$ cat src/rtl/uart_dump_ctrl.sv
// Memory-dump sequencer for the monitor's r/p commands: walks a word range,
// reads each word and streams it to the UART as lowercase hex, WPL words per line.
module uart_dump_ctrl #(
  parameter int AW  = 12,
  parameter int WPL = 4
) (
  input  logic          clk,
  input  logic          rst_n,
  input  logic [31:0]   uart_data,
  input  logic          read_start_set,
  input  logic          read_end_set,
  input  logic          read_stop,
  input  logic          pgm_start_set,
  input  logic          pgm_end_set,
  input  logic          pgm_stop,
  input  logic          quit_cmd,
  output logic          dump_running,
  output logic          rd_req,
  output logic          rd_sel,
  output logic [AW-1:0] rd_adr,
  input  logic          rd_valid,
  input  logic [31:0]   rd_data,
  output logic          tx_req,
  output logic [7:0]    tx_char,
  input  logic          tx_ack
);

  localparam int WCW = $clog2(WPL + 1);
  localparam logic [WCW-1:0] WPL_LAST = WCW'(WPL - 1);
  localparam logic [7:0] CH_SP = 8'h20;
  localparam logic [7:0] CH_CR = 8'h0d;
  localparam logic [7:0] CH_LF = 8'h0a;

  typedef enum logic [2:0] {IDLE, RDREQ, HEX, SEP, LINE, EOL} state_t;

  state_t         state_q;
  logic [AW-1:0]  start_q, end_q, cur_q;
  logic           sel_q;
  logic [WCW-1:0] wcnt_q;
  logic [2:0]     nib_q;
  logic [31:0]    data_q;
  logic           lf_q;

  logic [AW-1:0]  adr_d;
  logic [AW-1:0]  cur_d;
  logic [2:0]     nib_d;
  logic [3:0]     next_nib;
  logic           abort;
  logic           unused_ok;

  assign adr_d    = uart_data[AW+1:2];
  assign cur_d    = cur_q + AW'(1);
  assign nib_d    = nib_q - 3'd1;
  assign next_nib = data_q[{nib_d, 2'b00} +: 4];
  assign abort    = quit_cmd | (read_stop & ~sel_q) | (pgm_stop & sel_q);
  assign rd_sel   = sel_q;
  assign unused_ok = ^{uart_data[31:AW+2], uart_data[1:0]};

  function automatic logic [7:0] hex_char(input logic [3:0] n);
    return (n < 4'd10) ? (8'h30 + {4'h0, n}) : (8'h57 + {4'h0, n});
  endfunction

  // Abort wins over any handshake arriving in the same cycle; nothing is flushed.
  always_ff @(posedge clk or negedge rst_n) begin
    if (!rst_n) begin
      state_q      <= IDLE;
      start_q      <= '0;
      end_q        <= '0;
      cur_q        <= '0;
      sel_q        <= 1'b0;
      wcnt_q       <= '0;
      nib_q        <= '0;
      data_q       <= '0;
      lf_q         <= 1'b0;
      dump_running <= 1'b0;
      rd_req       <= 1'b0;
      rd_adr       <= '0;
      tx_req       <= 1'b0;
      tx_char      <= '0;
    end else if (state_q != IDLE && abort) begin
      state_q      <= IDLE;
      dump_running <= 1'b0;
      rd_req       <= 1'b0;
      tx_req       <= 1'b0;
    end else begin
      case (state_q)
        IDLE: begin
          if (read_start_set || pgm_start_set) begin
            start_q <= adr_d;
            sel_q   <= pgm_start_set & ~read_start_set;
          end
          if (read_end_set || pgm_end_set) begin
            end_q        <= adr_d;
            cur_q        <= start_q;
            wcnt_q       <= '0;
            lf_q         <= 1'b0;
            dump_running <= 1'b1;
            if (adr_d < start_q) begin
              state_q <= EOL;
              tx_req  <= 1'b1;
              tx_char <= CH_CR;
            end else begin
              state_q <= RDREQ;
              rd_req  <= 1'b1;
              rd_adr  <= start_q;
            end
          end
        end
        RDREQ: begin
          if (rd_valid) begin
            data_q  <= rd_data;
            nib_q   <= 3'd7;
            rd_req  <= 1'b0;
            tx_req  <= 1'b1;
            tx_char <= hex_char(rd_data[31:28]);
            state_q <= HEX;
          end
        end
        HEX: begin
          if (tx_ack) begin
            if (nib_q != 3'd0) begin
              nib_q   <= nib_d;
              tx_char <= hex_char(next_nib);
            end else begin
              tx_char <= CH_SP;
              state_q <= SEP;
            end
          end
        end
        SEP: begin
          if (tx_ack) begin
            if (cur_q == end_q) begin
              tx_char <= CH_CR;
              lf_q    <= 1'b0;
              state_q <= EOL;
            end else begin
              cur_q <= cur_d;
              if (wcnt_q == WPL_LAST) begin
                wcnt_q  <= '0;
                tx_char <= CH_CR;
                lf_q    <= 1'b0;
                state_q <= LINE;
              end else begin
                wcnt_q  <= wcnt_q + WCW'(1);
                tx_req  <= 1'b0;
                rd_req  <= 1'b1;
                rd_adr  <= cur_d;
                state_q <= RDREQ;
              end
            end
          end
        end
        LINE, EOL: begin
          if (tx_ack) begin
            if (!lf_q) begin
              lf_q    <= 1'b1;
              tx_char <= CH_LF;
            end else begin
              lf_q   <= 1'b0;
              tx_req <= 1'b0;
              if (state_q == LINE) begin
                rd_req  <= 1'b1;
                rd_adr  <= cur_q;
                state_q <= RDREQ;
              end else begin
                dump_running <= 1'b0;
                state_q      <= IDLE;
              end
            end
          end
        end
        default: state_q <= IDLE;
      endcase
    end
  end

endmodule

$ cat config.mk
export PLATFORM = sky130hd
export DESIGN_NAME = uart_dump_ctrl
export DESIGN_NICKNAME = d
export VERILOG_FILES = /design/src/rtl/uart_dump_ctrl.sv
export SDC_FILE = /design/constraint.sdc
export NUM_CORES = 1
export LEC_CHECK = 0
export CAP_MARGIN = 20
export CORE_MARGIN = 2
export CORE_UTILIZATION = 40
export DETAILED_ROUTE_END_ITERATION = 7
export SLEW_MARGIN = 20
export SYNTH_ARGS = -nofsm -noshare
export SYNTH_HDL_FRONTEND = slang
export SYNTH_SLANG_ARGS = --single-unit
$ cat constraint.sdc
create_clock -name clk -period 3.5 [get_ports clk]
set_input_delay 0.7 -clock clk [delete_from_list [all_inputs] [get_ports clk]]
set_output_delay 0.7 -clock clk [all_outputs]
set_load 0.1 [all_outputs]
==> impl_metrics.json, run 1 <==
{
  "max-slew-margin-rel_pct": 34.5,
  "rr_worst_depth": 9,
  "initial_utilization_pct": 40.9,
  "report.final.hold_viol_count": 0,
  "die_x_um": 126,
  "die_area_um2": 15900,
  "nFillCells": 1328,
  "wl_per_cell_um": 17.4,
  "post-route-period-util_pct": 87.8,
  "drtIter0Drc": 347,
  "gp_congestion": 0.891,
  "crit_path_top_delay_cell": "ha_1",
  "ant_nets": 0,
  "slew_violations": 0,
  "num_rows": 44,
  "cpPeakStageDelay_ps": 680,
  "wl_um": 14500,
  "start_kind": "flip-flop",
  "synth_edf_count": 0,
  "yosysWarnings": 0,
  "clock-sinks": 101,
  "dp_hpwl_um": 10700,
  "reg2reg_to": "tx_char[4]$_DFFE_PN0P_",
  "cts_buffer_depth": 2,
  "ys_seq_area_share_pct": 42.5,
  "core_area_um2": 14500,
  "drv_cap": 0,
  "cts_tree": "built",
  "yosys_most_used_dff": "dfrtp_1",
  "status": "complete, no violations",
  "syn_area_per_cell_um2": 10.4,
  "async_flop_share_pct": 100,
  "cp_common_cell": "ha_1",
  "final.min_clock_period_ps": 3070,
  "rrSetupSlack_ps": 430,
  "syn-num-nets": 663,
  "grt-ovfl-total": 0,
  "root_buffer": "clkbuf_16",
  "ys_types": 70,
  "grt_max_degree": 59,
  "syn_to_final_growth_pct": 21.4,
  "hold_class": "input port to async pin",
  "holdBufCountCts": 0,
  "ios": 99,
  "timing.fmax_mhz": 326,
  "crit_path_cell_trace": "clkinv_1 > ha_1 > mux2i_1 > mux4_2 > ha_1 > o21ai_2 > nand2_1 > a22o_1 > mux2_4",
  "die_h_um": 126,
  "worstReg2RegStart": "nib_q[0]$_DFFE_PN0P_",
  "clk-insertion-delay-late_ps": 350,
  "arrival_ps": 3310,
  "cts_made_buffers": 9,
  "synth_cells": 571,
  "vias": 4687,
  "diodes": 0,
  "antenna_found_initial": 0,
  "tightest_slew_ps": 980,
  "critPathLaunch": "nib_q[0]$_DFFE_PN0P_",
  "first_pass_iters": 6,
  "clk_pin_slew_ps": 70,
  "path_class": "flip-flop to flip-flop",
  "crit_path_end_kind": "flip-flop",
  "peakVddDrop_mv": 0.367,
  "cp_max_fo": 14,
  "ys_seq_elements": 101,
  "h-tree-depth": 3,
  "grt_pass1_wl_um": 23600,
  "setup_ws_ps": 428,
  "drc_errors": 0,
  "setup_tns_ps": 0,
  "fin_skew_ps": 8.62,
  "numPortBuffers": 77,
  "finalSetupViolCount": 0,
  "crit_required_ps": 3740,
  "p_leak_nw": 3.05,
  "path_delay_family": "multiplexers",
  "grt_pass1_vias": 4528,
  "preCtsSetupSlack_ps": 281,
  "drive_gt1_share_pct": 19.0,
  "fin_nets": 734,
  "post_cts_resized": 0,
  "rsz0062_at_grt": "no",
  "synth_area_um2": 5950,
  "worst-path-buf-inv": 1,
  "pwr_density_cell_nw_per_um2": 1060,
  "detail_route.vias_per_cell": 5.64,
  "grtUsageTotal_pct": 18.7,
  "post-cts-setup-buffers": 0
}
==> registers in the layout (all words and copies together) (netlist names) <==
signal	flops
data_q	32
cur_q	12
end_q	12
rd_adr	12
start_q	12
tx_char	7
nib_q	3
state_q	3
wcnt_q	3
dump_running	1
lf_q	1
rd_req	1
rd_sel	1
tx_req	1
==> logic make-up after synthesis <==
| kind of cell | synth area share [%] |
|---|---|
| buffers and inverters | 4.57 |
| XOR/XNOR | 2.06 |
| other | 0.0631 |
| AO/OA/AOI/OAI | 17.8 |
| AND/OR/NAND/NOR | 11.9 |
| multiplexers | 17.5 |
| adder cells (fa/ha/maj) | 3.58 |
| flip-flops | 42.5 |
==> power breakdown <==
group	internal [mW]	switching, mW
Clock	0.700	0.452
Sequential	1.73	0.531
Combinational	1.78	2.47
Total	4.22	3.45
==> synthesized netlist by cell type (all sizes together) (3+ instances only) <==
cell type,n,area (um^2)
dfrtp,101,2530
mux2,64,736
o21ai,51,263
nand2,43,161
a21oi,37,196
nor2,35,134
buf,26,165
inv,19,71.3
nor3,19,111
ha,17,213
mux2i,13,130
xnor2,13,114
nand3,11,60.1
clkbuf,8,31.3
nor2b,8,50.1
a221o,7,70.1
mux4,7,176
a2bb2oi,6,52.6
o211ai,6,55.1
a31oi,5,46.3
a211o,4,35.0
a211oi,4,30.0
a21o,4,30.0
nand2b,4,25.0
nand4,4,25.0
o21a,4,30.0
o22ai,4,25.0
o31ai,4,30.0
and3,3,18.8
nor4,3,18.8
o311ai,3,26.3
==> how the worst max path moves through the flow <==
stage,end,slack (ps),cells after the start
floorplan,tx_char[4]$_DFFE_PN0P_,650,11
global placement,tx_char[6]$_DFFE_PN0P_,300,8
detailed placement,rd_adr[1]$_DFFE_PN0P_,280,8
CTS,tx_char[4]$_DFFE_PN0P_,410,9
global route,tx_char[2]$_DFFE_PN0P_,260,10
finish,tx_char[4]$_DFFE_PN0P_,430,9
==> layer usage <==
layer / routed length, um / share of wire, % / track usage, % / vias up
met5: 0 / 0 / 0 / -
met4: 304 / 2.1 / 8.34 / 0
met3: 588 / 4.1 / 2.80 / 19
met2: 6980 / 48 / 30.3 / 118
met1: 6620 / 46 / 25.0 / 2300
li1: - / - / - / 2250
==> through the flow <==
step | util, % | area, um^2 | std cells | hold slack [ps] | total power, mW
finish | 49.7 | 7220 | 831 | 426 | 7.67
global route | 49.7 | 7220 | 831 | 492 | 8.17
CTS | 49.7 | 7220 | 831 | 453 | 7.73
detailed placement | 47.4 | 6880 | 815 | 477 | 6.55
global placement | 47.4 | 6880 | 815 | 472 | 6.45
floorplan | - | 5950 | 571 | 404 | 5.55
==> area by class of cell <==
| type | count | area (um^2) | share of cell area [%] |
|---|---|---|---|
| inverter | 20 | 75.1 | 1.04 |
| multi-input combinational | 416 | 3150 | 43.7 |
| sequential | 101 | 2530 | 35.0 |
| timing repair buffer | 94 | 896 | 12.4 |
| clock inverter | 6 | 109 | 1.51 |
| clock buffer | 10 | 229 | 3.17 |
| tap | 184 | 230 | 3.19 |
==> worst register-to-register path, cell delays in order, from the launching register on <==
cell and delay, ps:
dfrtp_1 470, clkinv_1 130, ha_1 680, mux2i_1 190, mux4_2 550, ha_1 260
o21ai_2 130, nand2_1 60, a22o_1 230, mux2_4 250
==> placed cells by master, fill, tap and decap left out, types with 5 or more instances in the layout <==
master,Yosys,final
mux2_2,60,60
a2bb2oi_1,6,6
mux4_1,5,5
a221o_1,7,7
nor3_1,17,17
ha_1,17,17
nand2_1,43,43
nor2b_1,8,8
nand3_1,10,10
nor2_1,34,34
clkdlybuf4s50_1,0,71
inv_1,19,19
clkbuf_16,0,9
xnor2_1,13,13
o21ai_0,49,49
dfrtp_1,101,101
a21oi_1,36,36
buf_4,4,22
mux2i_1,13,13
Note: power is estimated with default switching activity, not from simulation.
==> run 2, diff against run 1 <==
REMOVE_ABC_BUFFERS = 1   (was not set)
SKIP_LAST_GASP = 1   (was not set)
==> run 2 against run 1 <==
Sequential power is essentially flat. Worst hold slack worse by 36 ps. Clock power decreased by 10%. First-iteration DRC count increased by 22%. Critical path type unchanged. Cell area fell by 0.40%.
==> impl_metrics.json, run 2 (synthesis results as in run 1) <==
{
  "status": "complete, no violations",
  "initial_utilization_pct": 40.9,
  "crit_path_top_delay_cell": "ha_1",
  "detail_route.vias_per_cell": 5.64,
  "numPortBuffers": 77,
  "clk-insertion-delay-late_ps": 360,
  "final.min_clock_period_ps": 3170,
  "drive_gt1_share_pct": 19.8,
  "first_pass_iters": 6,
  "largest_reg_flops": 32,
  "p_leak_nw": 3.05,
  "hold_ws_ps": 390,
  "wl_um": 14700,
  "root_buffer": "clkbuf_16",
  "timing.fmax_mhz": 316,
  "finalSetupViolCount": 0,
  "h-tree-depth": 3,
  "seqPwrFrac_pct": 29.4,
  "clk_pin_slew_ps": 70,
  "drtIter0Drc": 422,
  "start_kind": "flip-flop",
  "grt_pass1_vias": 4732,
  "stdcell_area_um2": 7190,
  "ant_nets": 0,
  "slew_violations": 0,
  "clkPwrFrac_pct": 13.5,
  "power_mw": 7.62,
  "crit_path_cell_trace": "clkinv_1 > ha_1 > buf_4 > mux4_1 > mux2i_1 > a2111oi_2 > o32a_1",
  "post_cts_resized": 0,
  "post-route-period-util_pct": 90.5,
  "setup_tns_ps": 0,
  "crit_required_ps": 3730,
  "peakVddDrop_mv": 0.362,
  "cts_buffer_depth": 2,
  "preCtsSetupSlack_ps": 144,
  "placed_area_um2": 6890,
  "power.switching_mw": 3.51,
  "cpPeakStageDelay_ps": 720,
  "clock-sinks": 101,
  "setup_ws_ps": 334,
  "drc_errors": 0,
  "wl_per_cell_um": 17.6,
  "arrival_ps": 3400,
  "fin_util_pct": 49.5,
  "max-slew-margin-rel_pct": 34.0,
  "instances_no_fill": 834,
  "core_area_um2": 14500,
  "antenna_found_initial": 0,
  "final_cell_mix": "101 x dfrtp_1, 68 x clkdlybuf4s50_1, 60 x mux2_2",
  "gp_congestion": 0.883,
  "cts_made_buffers": 9,
  "diodes": 0,
  "dp.cells": 818,
  "final_common_cell": "dfrtp_1",
  "syn_to_final_growth_pct": 20.9,
  "grtUsageTotal_pct": 19.2,
  "tightest_slew_ps": 988,
  "num_rows": 44,
  "pwr_density_cell_nw_per_um2": 1060,
  "crit_path_end_kind": "flip-flop",
  "drv_cap": 0,
  "grt-ovfl-total": 0,
  "dp_hpwl_um": 10600,
  "vias": 4705,
  "regArea_um2": 2530,
  "grt_max_degree": 81,
  "die_x_um": 126,
  "cp_max_fo": 15,
  "ios": 99,
  "grt_pass1_wl_um": 24600,
  "die_area_um2": 15900,
  "nFillCells": 1306,
  "path_delay_family": "multiplexers",
  "worst-path-buf-inv": 2,
  "cts_tree": "built",
  "path_class": "flip-flop to flip-flop",
  "holdBufCountCts": 0,
  "multi_input_area_um2": 3150,
  "die_h_um": 126,
  "internal-power_mw": 4.11,
  "post-cts-setup-buffers": 0,
  "p_comb_share_pct": 57.1,
  "hold_class": "input port to async pin",
  "fin_nets": 737,
  "swShare_pct": 46.0,
  "report.final.hold_viol_count": 0,
  "rsz0062_at_grt": "no",
  "regMostFlops": "data_q",
  "fin_skew_ps": 11.0
}
[run 2: path summary, 6_finish.rpt]
path	start	end	slack (ps)	cells after the start
hold reg to reg	rd_req$_DFFE_PN0P_	rd_req$_DFFE_PN0P_	490	1
setup / recovery	nib_q[0]$_DFFE_PN0P_	tx_char[0]$_DFFE_PN0P_	330	7
max in group asynchronous	rst_n	data_q[17]$_DFFE_PN0P_	2380	2
hold / removal	rst_n	start_q[7]$_DFFE_PN0P_	390	1
setup reg to reg	nib_q[0]$_DFFE_PN0P_	tx_char[0]$_DFFE_PN0P_	330	7
min in group clk	rd_req$_DFFE_PN0P_	rd_req$_DFFE_PN0P_	490	1
[run 2: metal layers]
metal | GRT usage [%] | routed length (um) | vias up
met1 | 25.9 | 6630 | 2290
met3 | 5.06 | 856 | 26
met5 | 0 | 0 | -
li1 | - | - | 2246
met2 | 30.6 | 6960 | 143
met4 | 6.01 | 237 | 0
[run 2: worst register-to-register path, stage by stage (launching register included)]
cell and delay, ps:
dfrtp_1 450, clkinv_1 140, ha_1 720, buf_4 240
mux4_1 550, mux2i_1 430, a2111oi_2 140, o32a_1 370
[run 2: final cells by class]
class	count	share of cell area, %
Inverter	20	1.04
Tap cell	184	3.20
Multi-Input combinational cell	416	43.9
Clock buffer	11	3.38
Timing Repair Buffer	97	12.5
Clock inverter	5	0.835
Sequential cell	101	35.1
[run 2: power by group through the flow]
stage               registers, mW  clock network [mW]  logic, mW
floorplan                    3.03                   0       2.36
global placement             2.23                   0       4.28
detailed placement           2.26                   0       4.36
CTS                          2.24                1.05       4.38
global route                 2.34                1.10       4.70
finish                       2.24                1.03       4.35
==> run 3, diff against run 2 <==
CTS_CLUSTER_SIZE = 10   (was not set)
GPL_TIMING_DRIVEN = 0   (was not set)
PLACE_DENSITY = 0.6   (was not set)
==> run 3 against run 2 <==
Cell area fell by 0.87%. Clock-buffer cell count fell by 2. Power fell by 1.5%. Final cell count fell by 1.9%. Critical endpoint is now tx_char[1]$_DFFE_PN0P_. Largest power group unchanged.
==> impl_metrics.json, run 3 (synthesis results as in run 1) <==
{
  "cp_max_fo": 17,
  "grtUsageTotal_pct": 18.9,
  "cpPeakStageDelay_ps": 700,
  "diodes": 0,
  "largest_reg_flops": 32,
  "numPortBuffers": 77,
  "preCtsSetupSlack_ps": 43.7,
  "grt_max_degree": 66,
  "groute.layer.met2.usage_pct": 30.8,
  "slew_violations": 0,
  "setup_ws_ps": 268,
  "antenna_found_initial": 1,
  "regMostFlops": "data_q",
  "holdBufCountCts": 0,
  "rr_worst_depth": 8,
  "status": "complete, no violations",
  "rsz0062_at_grt": "no",
  "use_met1_pct": 24.8,
  "worst-path-buf-inv": 1,
  "critPathLaunch": "nib_q[0]$_DFFE_PN0P_",
  "instances_no_fill": 818,
  "hold_class": "input port to async pin",
  "post-route-period-util_pct": 92.3,
  "root_buffer": "clkbuf_16",
  "path_class": "flip-flop to flip-flop",
  "final_common_cell": "dfrtp_1",
  "placed_area_um2": 6840,
  "die_h_um": 126,
  "cp_common_cell": "mux2_2",
  "report.final.hold_viol_count": 0,
  "hold_ws_ps": 227,
  "final_cell_mix": "101 x dfrtp_1, 76 x clkdlybuf4s50_1, 60 x mux2_2",
  "vias": 4633,
  "tightest_slew_ps": 1030,
  "clk_pin_slew_ps": 70,
  "stdcell_area_um2": 7130,
  "grt_pass1_vias": 4638,
  "grt_busiest_layer": "met2",
  "clk-insertion-delay-late_ps": 360,
  "initial_utilization_pct": 40.9,
  "detail_route.vias_per_cell": 5.66,
  "ant_nets": 0,
  "drc_errors": 0,
  "clock-sinks": 101,
  "first_pass_iters": 4,
  "grt_pass1_wl_um": 24100,
  "crit_required_ps": 3750,
  "worstReg2RegStart": "nib_q[0]$_DFFE_PN0P_",
  "wl_um": 14500,
  "die_area_um2": 15900,
  "drtIter0Drc": 333,
  "drive_gt1_share_pct": 17.0,
  "start_kind": "flip-flop",
  "use_met3_pct": 5.18,
  "cts_buffer_depth": 2,
  "die_x_um": 126,
  "syn_to_final_growth_pct": 19.9,
  "setup_tns_ps": 0,
  "cts_made_buffers": 9,
  "h-tree-depth": 3,
  "pwr_density_cell_nw_per_um2": 1050,
  "cts_tree": "built",
  "crit_path_top_delay_cell": "ha_2",
  "ios": 99,
  "finalSetupViolCount": 0,
  "crit_path_cell_trace": "clkinv_1 > ha_2 > mux2_2 > mux4_2 > mux2i_1 > nand3_1 > o21ai_0 > mux2_2",
  "dp.cells": 802,
  "timing.fmax_mhz": 309,
  "fin_skew_ps": 7.82,
  "grt-ovfl-total": 0,
  "core_area_um2": 14500,
  "max-slew-margin-rel_pct": 30.9,
  "final.min_clock_period_ps": 3230,
  "drv_cap": 0,
  "arrival_ps": 3480,
  "path_delay_family": "multiplexers",
  "p_leak_nw": 2.96,
  "fin_nets": 721,
  "dp_hpwl_um": 10400,
  "wl_per_cell_um": 17.7,
  "peakVddDrop_mv": 0.418,
  "gp_congestion": 0.844,
  "crit_path_end_kind": "flip-flop",
  "cp_num_cells": 8,
  "num_rows": 44
}
[run 3: changes by cell type in the layout (fill, tap and decap cells not counted), moves of 2 or more]
cell / delta
buf_16: +2
buf_4: -27
clkdlybuf4s50_1: +8
inv_6: +2
[run 3: report_power, final]
part           switching, mW  internal, mW  leakage, nW
clock                  0.484         0.491        0.133
sequential             0.542          1.73         1.22
combinational           2.50          1.75         1.61
[run 3: cell type report]
type,count,area (um^2)
Fill cell,1349,7400
Multi-Input combinational cell,416,3170
Sequential cell,101,2530
Timing Repair Buffer,81,840
Tap cell,184,230
Clock buffer,9,225
Inverter,20,75.1
Clock inverter,7,58.8
[run 3: metal layers]
metal  wire length [um]  up-vias
li1                   -     2221
met1               6450     2284
met2               7020      114
met3                808       12
met4                180        2
met5                 13        -
[run 3: worst paths after layout]
check,end,slack [ps]
min in group clk,data_q[28]$_DFFE_PN0P_,500
worst min-delay path,rd_adr[5]$_DFFE_PN0P_,230
worst max register to register,tx_char[1]$_DFFE_PN0P_,270
worst min register to register,data_q[28]$_DFFE_PN0P_,500
worst max-delay path,tx_char[1]$_DFFE_PN0P_,270
max in group asynchronous,tx_char[0]$_DFFE_PN0P_,2640
[run 3: worst register-to-register path, cell delays in order (launching register included)]
cell and delay, ps:
dfrtp_1 450, clkinv_1 280, ha_2 700, mux2_2 380, mux4_2 590, mux2i_1 170, nand3_1 100, o21ai_0 130
mux2_2 320
[run 3: what timing repair did]
action / CTS / global route
resized for setup: 0 / 2
buffers inserted: 0 / 0
endpoints found under the setup margin: 0 / 9
[run 3: per-stage QoR]
stage / power, mW / utilization (%)
finish: 7.50 / 49.1
global route: 8.02 / 49.1
CTS: 7.55 / 49.0
detailed placement: 6.54 / 47.0
global placement: 6.41 / 46.5
floorplan: 5.40 / -
